===== config.mk =====
export PLATFORM = sky130hd
export DESIGN_NAME = stage_id_q
export DESIGN_NICKNAME = d
export VERILOG_FILES = /design/src/rtl/stage_id_q.sv
export SDC_FILE = /design/constraint.sdc
export NUM_CORES = 1
export LEC_CHECK = 0
export BUFFER_PORTS_ARGS = -buffer_cell sky130_fd_sc_hd__buf_2
export CORE_MARGIN = 5
export CORE_UTILIZATION = 60
export DETAILED_ROUTE_END_ITERATION = 12
export PLACE_DENSITY = 0.85
export SYNTH_ARGS = -nofsm -noshare
export SYNTH_HDL_FRONTEND = slang
export SYNTH_SLANG_ARGS = --single-unit

===== constraint.sdc =====
create_clock -name clk -period 6 [get_ports clk]
set_clock_uncertainty 0.2 [all_clocks]
set_input_delay 0.3 -clock clk [delete_from_list [all_inputs] [get_ports clk]]
set_output_delay 0.3 -clock clk [all_outputs]
set_load 0.01 [all_outputs]

===== src/rtl/stage_id_q.sv =====
// RV32I decode stage feeding a DEPTH-entry queue of decoded ops, with valid/ready on both
// sides and a one-cycle load-use bubble ahead of the execute stage.
module stage_id_q #(
    parameter int unsigned DEPTH       = 2,
    parameter int unsigned LOAD_USE    = 1,
    parameter int unsigned DATA_W      = 32,
    parameter int unsigned INST_ADDR_W = 32,
    parameter int unsigned REG_ADDR_W  = 5,
    parameter int unsigned ALU_SRC_W   = 2
) (
    input  logic                   clk,
    input  logic                   rst_n,
    input  logic                   flush,
    input  logic                   in_valid,
    output logic                   in_ready,
    input  logic [31:0]            in_inst,
    input  logic [INST_ADDR_W-1:0] in_pc,
    output logic                   out_valid,
    input  logic                   out_ready,
    output logic                   out_is_load,
    output logic                   out_is_store,
    output logic                   out_reg_wr,
    output logic [REG_ADDR_W-1:0]  out_rd,
    output logic [REG_ADDR_W-1:0]  out_rs1,
    output logic [REG_ADDR_W-1:0]  out_rs2,
    output logic [3:0]             out_alu_op,
    output logic [ALU_SRC_W-1:0]   out_alu_src1,
    output logic [ALU_SRC_W-1:0]   out_alu_src2,
    output logic [DATA_W-1:0]      out_imm,
    output logic                   out_is_jump,
    output logic                   out_is_jal,
    output logic                   out_is_branch,
    output logic [2:0]             out_branch_type,
    output logic                   out_illegal,
    output logic [INST_ADDR_W-1:0] out_pc
);

    localparam int unsigned PTR_W = (DEPTH > 1) ? $clog2(DEPTH) : 1;
    localparam int unsigned CNT_W = $clog2(DEPTH + 1);

    localparam logic [ALU_SRC_W-1:0] ALU_SRC_R   = ALU_SRC_W'(0);
    localparam logic [ALU_SRC_W-1:0] ALU_SRC_IMM = ALU_SRC_W'(1);
    localparam logic [ALU_SRC_W-1:0] ALU_SRC_PC  = ALU_SRC_W'(2);

    localparam logic [6:0] OP_LOAD   = 7'b0000011;
    localparam logic [6:0] OP_STORE  = 7'b0100011;
    localparam logic [6:0] OP_BRANCH = 7'b1100011;
    localparam logic [6:0] OP_JALR   = 7'b1100111;
    localparam logic [6:0] OP_JAL    = 7'b1101111;
    localparam logic [6:0] OP_ALUI   = 7'b0010011;
    localparam logic [6:0] OP_ALUR   = 7'b0110011;
    localparam logic [6:0] OP_LUI    = 7'b0110111;
    localparam logic [6:0] OP_AUIPC  = 7'b0010111;

    typedef struct packed {
        logic                   is_load;
        logic                   is_store;
        logic                   reg_wr;
        logic [REG_ADDR_W-1:0]  rd;
        logic [REG_ADDR_W-1:0]  rs1;
        logic [REG_ADDR_W-1:0]  rs2;
        logic [3:0]             alu_op;
        logic [ALU_SRC_W-1:0]   src1;
        logic [ALU_SRC_W-1:0]   src2;
        logic [DATA_W-1:0]      imm;
        logic                   is_jump;
        logic                   is_jal;
        logic                   is_branch;
        logic [2:0]             br_type;
        logic                   illegal;
        logic [INST_ADDR_W-1:0] pc;
    } entry_t;

    typedef enum logic [0:0] {
        ST_RUN    = 1'b0,
        ST_BUBBLE = 1'b1
    } state_t;

    entry_t                mem_q [DEPTH];
    entry_t                mem_d [DEPTH];
    logic [PTR_W-1:0]      wr_ptr_q, wr_ptr_d;
    logic [PTR_W-1:0]      rd_ptr_q, rd_ptr_d;
    logic [CNT_W-1:0]      count_q, count_d;
    state_t                state_q, state_d;
    logic [REG_ADDR_W-1:0] ld_rd_q, ld_rd_d;

    entry_t dec_c;
    entry_t head_c;
    logic   push_c;
    logic   pop_c;
    logic   hazard_c;

    // Combinational RV32I decode of the incoming instruction
    always_comb begin
        logic [6:0]  opc;
        logic [2:0]  f3;
        logic [6:0]  f7;
        logic        is_ld, is_st, is_br, is_jalr, is_jal, is_alui, is_alur, is_lui, is_auipc;
        logic        known, rev;
        logic [31:0] imm32;

        opc      = in_inst[6:0];
        f3       = in_inst[14:12];
        f7       = in_inst[31:25];
        is_ld    = (opc == OP_LOAD);
        is_st    = (opc == OP_STORE);
        is_br    = (opc == OP_BRANCH);
        is_jalr  = (opc == OP_JALR);
        is_jal   = (opc == OP_JAL);
        is_alui  = (opc == OP_ALUI);
        is_alur  = (opc == OP_ALUR);
        is_lui   = (opc == OP_LUI);
        is_auipc = (opc == OP_AUIPC);
        known    = is_ld | is_st | is_br | is_jalr | is_jal | is_alui | is_alur | is_lui | is_auipc;

        imm32 = 32'd0;
        if (is_ld || is_alui || is_jalr) begin
            imm32 = {{20{in_inst[31]}}, in_inst[31:20]};
            // shift-immediates carry only the shamt; func7 selects the shift kind
            if (is_alui && (f3 == 3'b001 || f3 == 3'b101)) begin
                imm32 = {27'd0, in_inst[24:20]};
            end
        end else if (is_st) begin
            imm32 = {{20{in_inst[31]}}, in_inst[31:25], in_inst[11:7]};
        end else if (is_br) begin
            imm32 = {{19{in_inst[31]}}, in_inst[31], in_inst[7], in_inst[30:25], in_inst[11:8], 1'b0};
        end else if (is_jal) begin
            imm32 = {{11{in_inst[31]}}, in_inst[31], in_inst[19:12], in_inst[20], in_inst[30:21], 1'b0};
        end else if (is_lui || is_auipc) begin
            imm32 = {in_inst[31:12], 12'd0};
        end

        rev = 1'b0;
        if (is_alur || (is_alui && f3 == 3'b101)) begin
            rev = in_inst[30];
        end

        dec_c           = '0;
        dec_c.illegal   = !known || (is_alur && f7 != 7'h00 && f7 != 7'h20);
        dec_c.is_load   = is_ld & !dec_c.illegal;
        dec_c.is_store  = is_st & !dec_c.illegal;
        dec_c.rd        = REG_ADDR_W'(in_inst[11:7]);
        dec_c.rs1       = (is_lui || is_jal || is_auipc) ? '0 : REG_ADDR_W'(in_inst[19:15]);
        dec_c.rs2       = (is_br || is_st || is_alur) ? REG_ADDR_W'(in_inst[24:20]) : '0;
        dec_c.reg_wr    = (is_ld | is_lui | is_auipc | is_alui | is_alur | is_jal | is_jalr)
                          & (in_inst[11:7] != 5'd0) & !dec_c.illegal;
        dec_c.alu_op    = (is_alur || is_alui) ? {rev, f3} : 4'd0;
        dec_c.src1      = (is_br || is_jal || is_auipc) ? ALU_SRC_PC : ALU_SRC_R;
        dec_c.src2      = is_alur ? ALU_SRC_R : ALU_SRC_IMM;
        dec_c.imm       = DATA_W'($signed(imm32));
        dec_c.is_jump   = is_jalr;
        dec_c.is_jal    = is_jal;
        dec_c.is_branch = is_br;
        dec_c.br_type   = f3;
        dec_c.pc        = in_pc;
    end

    // Head of queue, load-use hazard detection and handshakes
    always_comb begin
        head_c    = mem_q[rd_ptr_q];
        hazard_c  = (LOAD_USE != 0) && (state_q == ST_RUN) && (count_q != '0) &&
                    (ld_rd_q != '0) && (head_c.rs1 == ld_rd_q || head_c.rs2 == ld_rd_q);
        in_ready  = (count_q < CNT_W'(DEPTH));
        out_valid = (count_q != '0) && !hazard_c;
        push_c    = in_valid && in_ready && !flush;
        pop_c     = out_valid && out_ready;
    end

    // Queue pointers, storage and count
    always_comb begin
        mem_d    = mem_q;
        wr_ptr_d = wr_ptr_q;
        rd_ptr_d = rd_ptr_q;
        count_d  = count_q;
        if (flush) begin
            wr_ptr_d = '0;
            rd_ptr_d = '0;
            count_d  = '0;
        end else begin
            if (push_c) begin
                mem_d[wr_ptr_q] = dec_c;
                wr_ptr_d = (wr_ptr_q == PTR_W'(DEPTH - 1)) ? '0 : wr_ptr_q + PTR_W'(1);
            end
            if (pop_c) begin
                rd_ptr_d = (rd_ptr_q == PTR_W'(DEPTH - 1)) ? '0 : rd_ptr_q + PTR_W'(1);
            end
            if (push_c && !pop_c) begin
                count_d = count_q + CNT_W'(1);
            end else if (!push_c && pop_c) begin
                count_d = count_q - CNT_W'(1);
            end
        end
    end

    // Load-use FSM: a hazard withholds the head for one cycle, then BUBBLE releases it
    always_comb begin
        state_d = state_q;
        ld_rd_d = '0;
        case (state_q)
            ST_RUN:    if (hazard_c) state_d = ST_BUBBLE;
            ST_BUBBLE: state_d = ST_RUN;
            default:   state_d = ST_RUN;
        endcase
        if (pop_c && head_c.is_load && head_c.rd != '0) begin
            ld_rd_d = head_c.rd;
        end
        if (flush) begin
            state_d = ST_RUN;
            ld_rd_d = '0;
        end
    end

    always_ff @(posedge clk or negedge rst_n) begin
        if (!rst_n) begin
            for (int i = 0; i < int'(DEPTH); i++) begin
                mem_q[i] <= '0;
            end
            wr_ptr_q <= '0;
            rd_ptr_q <= '0;
            count_q  <= '0;
            state_q  <= ST_RUN;
            ld_rd_q  <= '0;
        end else begin
            mem_q    <= mem_d;
            wr_ptr_q <= wr_ptr_d;
            rd_ptr_q <= rd_ptr_d;
            count_q  <= count_d;
            state_q  <= state_d;
            ld_rd_q  <= ld_rd_d;
        end
    end

    // Head entry presented to execute; side-effect flags gated by out_valid
    always_comb begin
        out_is_load     = out_valid & head_c.is_load;
        out_is_store    = out_valid & head_c.is_store;
        out_reg_wr      = out_valid & head_c.reg_wr;
        out_rd          = head_c.rd;
        out_rs1         = head_c.rs1;
        out_rs2         = head_c.rs2;
        out_alu_op      = head_c.alu_op;
        out_alu_src1    = head_c.src1;
        out_alu_src2    = head_c.src2;
        out_imm         = head_c.imm;
        out_is_jump     = head_c.is_jump;
        out_is_jal      = head_c.is_jal;
        out_is_branch   = head_c.is_branch;
        out_branch_type = head_c.br_type;
        out_illegal     = head_c.illegal;
        out_pc          = head_c.pc;
    end

endmodule


# Word-level counts from Yosys, hierarchy flattened

Cells that the tools add are included.

$add $sub $neg: 4
Magnitude comparators: 4
Equality and inequality tests: 14
Muxes and demuxes: 32
Bitwise operators: 25
Reduce and logical (&&, ||, !) cells: 45

Operators by type and width:

| kind               | number |
|---|---|
| $mux 97            | 4 |
| $bwmux 194         | 1 |
| $mux 32            | 6 |
| $demux 97 s1       | 1 |
| $eq 7x6->1 const B | 3 |
| $eq 7x7->1 const B | 3 |
| $mux 5             | 4 |
| $logic_and 1x1->1  | 16 |
| $reduce_bool 5->1  | 3 |
| $eq 7x5->1 const B | 2 |
| $logic_or 1x1->1   | 14 |
| $or 1x1->1         | 14 |
| $eq 5x5->1         | 2 |
| $mux 1             | 10 |
| $mux 2             | 4 |
| $and 1x1->1        | 7 |
| $eq 7x2->1 const B | 1 |
| $ne 7x6->1 const B | 1 |
| $reduce_bool 7->1  | 1 |
| $logic_not 1->1    | 6 |
| $reduce_bool 2->1  | 3 |
| $ge 2x2->1 const B | 2 |
| $mux 4             | 1 |
| $not 1->2          | 2 |
| other kinds (11)   | 13 |

Flip-flop bits (word level): 204
Input bits: 69

# Longest topological paths before layout

Word-level depth: 14
Depth in mapped cells: 9

# Least setup slack after synthesis

Ideal clock, no wire load.

Path type: reg2out
From: register rd_ptr_q
To: output port out_is_load
Data arrival time: 1.774 ns
Path slack: 3.726 ns
Cell stages (with the launch flop): 9
Path buffers: 2
Cells stage by stage: dfrtp_1 buf_6 buf_8 mux2_4 xor2_1 nor4_2 nand3b_2 nand4b_1 inv_1

Longest elaborated chain between the ends: 10
Elaborated cells on any way between the ends: 11
Classes of those cells: 2 x eq/ne; 3 x mux; 2 x bitwise; 4 x reduce/logical

Ends and longest elaborated chain:

| what                                        | RTL line | RTL |
|---|---|---|
| from (decl)                                 | 82       | `logic [PTR_W-1:0] rd_ptr_q, rd_ptr_d;` |
| from (signal assigned)                      | 226      | `rd_ptr_q <= rd_ptr_d;` |
| $not 1->2 (implied by the code)             | 160      | `head_c = mem_q[rd_ptr_q];` |
| $mux 97 (implied by the code) (3 in series) | 160      |  |
| via out_rs2[2]                              | 25       | `output logic [REG_ADDR_W-1:0] out_rs2,` |
| $eq 5x5->1                                  | 162      | `(ld_rd_q != '0) && (head_c.rs1 == ld_rd_q \|\| head_c.rs2 == ld_rd_q);` |
| $logic_or 1x1->1                            | 162      |  |
| $logic_and 1x1->1                           | 162      |  |
| $logic_not 1->1                             | 164      | `out_valid = (count_q != '0) && !hazard_c;` |
| $logic_and 1x1->1                           | 164      |  |
| $and 1x1->1                                 | 235      | `out_is_load = out_valid & head_c.is_load;` |
| to (decl)                                   | 20       | `output logic out_is_load,` |

The timed path passes the listed nets, and every way through them passes these cells. The select of a mux whose other input is x is not followed.

# Worst setup path in the final report

From: register rd_ptr_q
To: output port out_is_load

Longest elaborated chain between the ends: 10
Elaborated cells on any way between the ends: 11
Classes of those cells: 2 x eq/ne; 3 x mux; 2 x bitwise; 4 x reduce/logical

Ends and longest elaborated chain:

| what                                            | RTL line |
|---|---|
| $not 1->2 (implied by the code) (*)             | 160 |
| $mux 97 (implied by the code) (*) (3 in series) | 160 |
| $eq 5x5->1                                      | 162 |
| $logic_or 1x1->1                                | 162 |
| $logic_and 1x1->1                               | 162 |
| $logic_not 1->1                                 | 164 |
| $logic_and 1x1->1                               | 164 |
| $and 1x1->1 (*)                                 | 235 |

Mark *: on every way between the ends. The rest lies on a longest branch, timed or not. The select of a mux whose other input is x is not followed.

==> qor_table.md <==
| Group | Quantity | Value |
|---|---|---|
| power and ir drop | Power share of the clock group | 31.7% |
| clock network | Depth of the CTS H-tree | 4 |
| placement | Placed insts | 1272 |
| clock network | CTS tree | built |
| clock network | Buffer cell driving the clock tree root | sky130_fd_sc_hd__clkbuf_16 |
| power and ir drop | Switching power total | 1080 uW |
| synthesis | Netlist area before placement | 9170 um2 |
| clock network | CTS Sinks | 200 |
| worst setup path | CP Data Required Time | 5500 ps |
| worst setup path | Setup slack of the most critical reg-to-reg path | 3020 ps |
| clock network | Largest buffer count on any clock path | 2 |
| placement | Gp weighted congestion | 0.922 |
| timing | Time the worst path needs with I/O delays and setup | 3590 ps |
| layout | Synthesis-to-layout area growth | 22.5% |
| layout | Antenna cell count | 0 |
| die | Initial core utilization | 60.8% |
| clock network | Clock-pin slew on the worst setup and hold paths | 70 ps |
| placement | I/O Buffers | 165 |
| die | Placeable Area | 15100 um2 |
| worst setup path | Critical path peak fanout | 61 |
| clock network | Worst-Skew Late Latency | 430 ps |
| worst hold path | Number of instances on the worst hold path | 2 |
| worst setup path | Launch instance of the worst register-to-register path | rd_ptr_q |
| grt | Global-route wire length before repair | 39500 um |
| routing | Via/cell ratio | 5.68 |
| layout | Layout cells sized above 1 | 26.4% |
| layout | Non-filler cells, final | 1362 |
| timing | Transition at the pin with the smallest max-transition slack | 935 ps |
| synthesis | Syn Area/Cell | 9.41 um2 |
| routing | First-pass iteration count of the detailed router | 5 |
| timing | Final period util | 59.8% |
| routing | Routed via count | 7741 |
| grt | Overall global routing resource usage | 27.7% |
| power and ir drop | Flop pwr share | 47.3% |
| layout | Final #Nets | 1230 |
| die | I/O Pins | 168 |
| clock network | Cts hold-fix bufs | 58 |
| timing | Final hold slack | 26.7 ps |
| placement | Post-placement worst setup slack | 2900 ps |
| timing | RSZ-0062 raised after global routing | no |
| die | Overall die height | 134 um |
| worst setup path | FF-to-FF path depth | 6 |
| layout | Most used cells in the layout excluding fill and tap cells | sky130_fd_sc_hd__nand2_1 (351), sky130_fd_sc_hd__dfrtp_1 (199), sky130_fd_sc_hd__buf_2 (164) |
| die | Area of the die | 17900 um2 |
| synthesis | Share of async-settable or async-resettable flops after synthesis | 100% |
| synthesis | Sequential element share of the synthesized area | 54.6% |
| run status | Result of the run | complete, no violations |
| timing | Number of max-slew violations in the final report | 0 |
| grt | Overflow left after global routing | 0 |
| synthesis | Post-synthesis share of cell area spent on full adders, half adders and majority gates | 0% |
| routing | Number of DRC violations after detailed routing | 0 |
| worst hold path | Sink of the worst hold path | mem_q[96] |
| timing | Hold Violations, Final | 0 |
| worst setup path | Type of the worst setup path | register to primary output |
| power and ir drop | Worst-case vdd ir drop | 271 uV |
| clock network | CTS buffer count | 17 |
| timing | Rel. slew slack | 37.7% |
| synthesis | Yosys cell types | 54 |
| grt | Number of antenna violations at the first check in global routing | 0 |
| routing | Number of antenna-violating nets in the routed design | 0 |
| synthesis | Count of warnings emitted by yosys | 0 |
| worst setup path | Worst setup EP type | primary output |
| power and ir drop | Fraction of power spent switching nets | 29.3% |
| worst setup path | Sort of element at the start of the critical path | register |
| worst hold path | Worst min-delay path category | input port to register |
| clock network | Number of buffers added for setup after CTS | 0 |
| placement | HPWL reported at the end of detailed placement | 15000 um |
| timing | Final worst slack | 2410 ps |
| synthesis | Cells after Synth | 974 |
| worst hold path | Startpoint of the most critical hold path | in_inst[4] |
| power and ir drop | Share of power burned in combinational logic | 21.0% |
| synthesis | Simple-gate share of the synthesized area | 20.1% |
| grt | Largest net degree at the start of global routing | 88 |
| flow run | Count of max-cap constraint violations | 0 |
| timing | Fmax | 279 MHz |
| synthesis | Fraction of synthesized area in multiplexers | 12.0% |
| worst setup path | Reg-to-Reg End | rd_ptr_q |
| routing | Drt initial violations | 514 |
| clock network | Gates resized, CTS repair | 0 |
| grt | Vias in the first global route | 7773 |
| synthesis | Main combinational cell family by area after synthesis | simple AND/OR/NAND/NOR gates |
| power and ir drop | Cell Int Power | 2600 uW |
| layout | Most common library cell in the layout ignoring fill and taps | sky130_fd_sc_hd__nand2_1 |
| synthesis | Area fraction in compound gates after synthesis | 8.91% |
| die | Site Rows | 45 |
| routing | Detailed Route WL | 24200 um |
| timing | Sum of negative setup slack | 0 ps |
| synthesis | Count of state elements after synthesis | 200 |
| power and ir drop | Cell Pwr Density | 327 nW/um2 |
| synthesis | Share of the synthesized netlist area taken by xor and xnor gates | 1.13% |
| timing | Number of endpoints failing setup at the final stage | 0 |
| synthesis | Main synth FF type | sky130_fd_sc_hd__dfrtp_1 |
| synthesis | Number of enable-type register cells in the synthesized netlist | 0 |
| power and ir drop | Static leakage power | 0.00568 uW |
| power and ir drop | Power consumption | 3670 uW |
| die | Die width | 134 um |
| worst setup path | Arr. time, crit path | 3090 ps |
| routing | Average wire per standard cell | 17.7 um |
-- worst max-delay path, stage by stage (launching register included) --
cell                       delay [ps]
sky130_fd_sc_hd__dfrtp_4         1040
sky130_fd_sc_hd__mux2_2           450
sky130_fd_sc_hd__xor2_1           160
sky130_fd_sc_hd__nor4_2           250
sky130_fd_sc_hd__nand3b_2         230
sky130_fd_sc_hd__nand4b_1         320
sky130_fd_sc_hd__inv_1             60
sky130_fd_sc_hd__buf_2            140
-- state kept, by name (all words and copies together), names as in the netlist --
name      flops
ld_rd_q       5
rd_ptr_q      1
state_q       1
mem_q       190
count_q       2
wr_ptr_q      1
-- per-layer routing --
| metal | vias up | routed length, um | part of all wire [%] | global-route usage [%] |
|---|---|---|---|---|
| met5 | - | 0 | 0 | 0 |
| met4 | 0 | 628 | 2.6 | 10.7 |
| met3 | 54 | 1650 | 6.8 | 6.34 |
| met2 | 317 | 11900 | 49 | 45.4 |
| met1 | 3782 | 9940 | 41 | 36.1 |
| li1 | 3588 | - | - | - |
-- worst max path at each step --
stage	start	to	slack, ps	depth (start not counted)
finish	rd_ptr_q	out_is_load	2410	7
global route	rd_ptr_q	out_is_load	2250	7
CTS	rd_ptr_q	out_is_load	2430	7
detailed placement	rd_ptr_q	out_is_load	2900	7
global placement	rd_ptr_q	out_is_load	2940	7
floorplan	rd_ptr_q	out_is_load	3730	8
-- power groups by stage --
stage | Clock (uW) | Sequential, uW | Combinational [uW]
3_5_place_dp | 0 | 1750 | 729
6_report | 1160 | 1740 | 773
3_3_place_gp | 0 | 1740 | 709
5_1_grt | 1240 | 1770 | 860
4_1_cts | 1180 | 1730 | 765
2_1_floorplan | 0 | 1700 | 493
-- through the flow --
step / util [%] / instance area [um2]
2_1_floorplan: - / 9170
3_3_place_gp: 66.6 / 10100
3_5_place_dp: 66.6 / 10100
4_1_cts: 74.5 / 11200
5_1_grt: 74.5 / 11200
6_report: 74.5 / 11200
-- synth_stat cells (3+ instances only) --
master / count / share of area, %
sky130_fd_sc_hd__a21oi_1: 45 / 2.5
sky130_fd_sc_hd__a22oi_1: 4 / 0.33
sky130_fd_sc_hd__buf_2: 3 / 0.16
sky130_fd_sc_hd__clkbuf_1: 54 / 2.2
sky130_fd_sc_hd__dfrtp_1: 200 / 55
sky130_fd_sc_hd__inv_1: 8 / 0.33
sky130_fd_sc_hd__mux2_2: 87 / 11
sky130_fd_sc_hd__mux2_4: 6 / 0.98
sky130_fd_sc_hd__mux2i_1: 3 / 0.33
sky130_fd_sc_hd__nand2_1: 352 / 14
sky130_fd_sc_hd__nand3_1: 3 / 0.16
sky130_fd_sc_hd__nand4b_1: 3 / 0.29
sky130_fd_sc_hd__nor2_1: 52 / 2.1
sky130_fd_sc_hd__nor3_1: 4 / 0.22
sky130_fd_sc_hd__nor3b_1: 6 / 0.49
sky130_fd_sc_hd__o21ai_0: 78 / 4.3
sky130_fd_sc_hd__o31ai_1: 3 / 0.25
sky130_fd_sc_hd__or3_1: 4 / 0.27
sky130_fd_sc_hd__xor2_1: 10 / 0.96
-- cell families after synthesis --
kind of cell	after synthesis
other	1
multiplexers	96
AO/OA/AOI/OAI	148
XOR/XNOR	11
AND/OR/NAND/NOR	446
flip-flops	200
buffers and inverters	72
-- layout make-up --
cell class	instances	area [um2]
clock buffer	20	467
clock inverter	12	136
fill	1006	3850
inverter	9	33.8
multi-input combinational	703	3890
sequential	200	5010
tap	188	235
timing repair buffer	230	1470
Note: power is estimated with default switching activity, not from simulation.
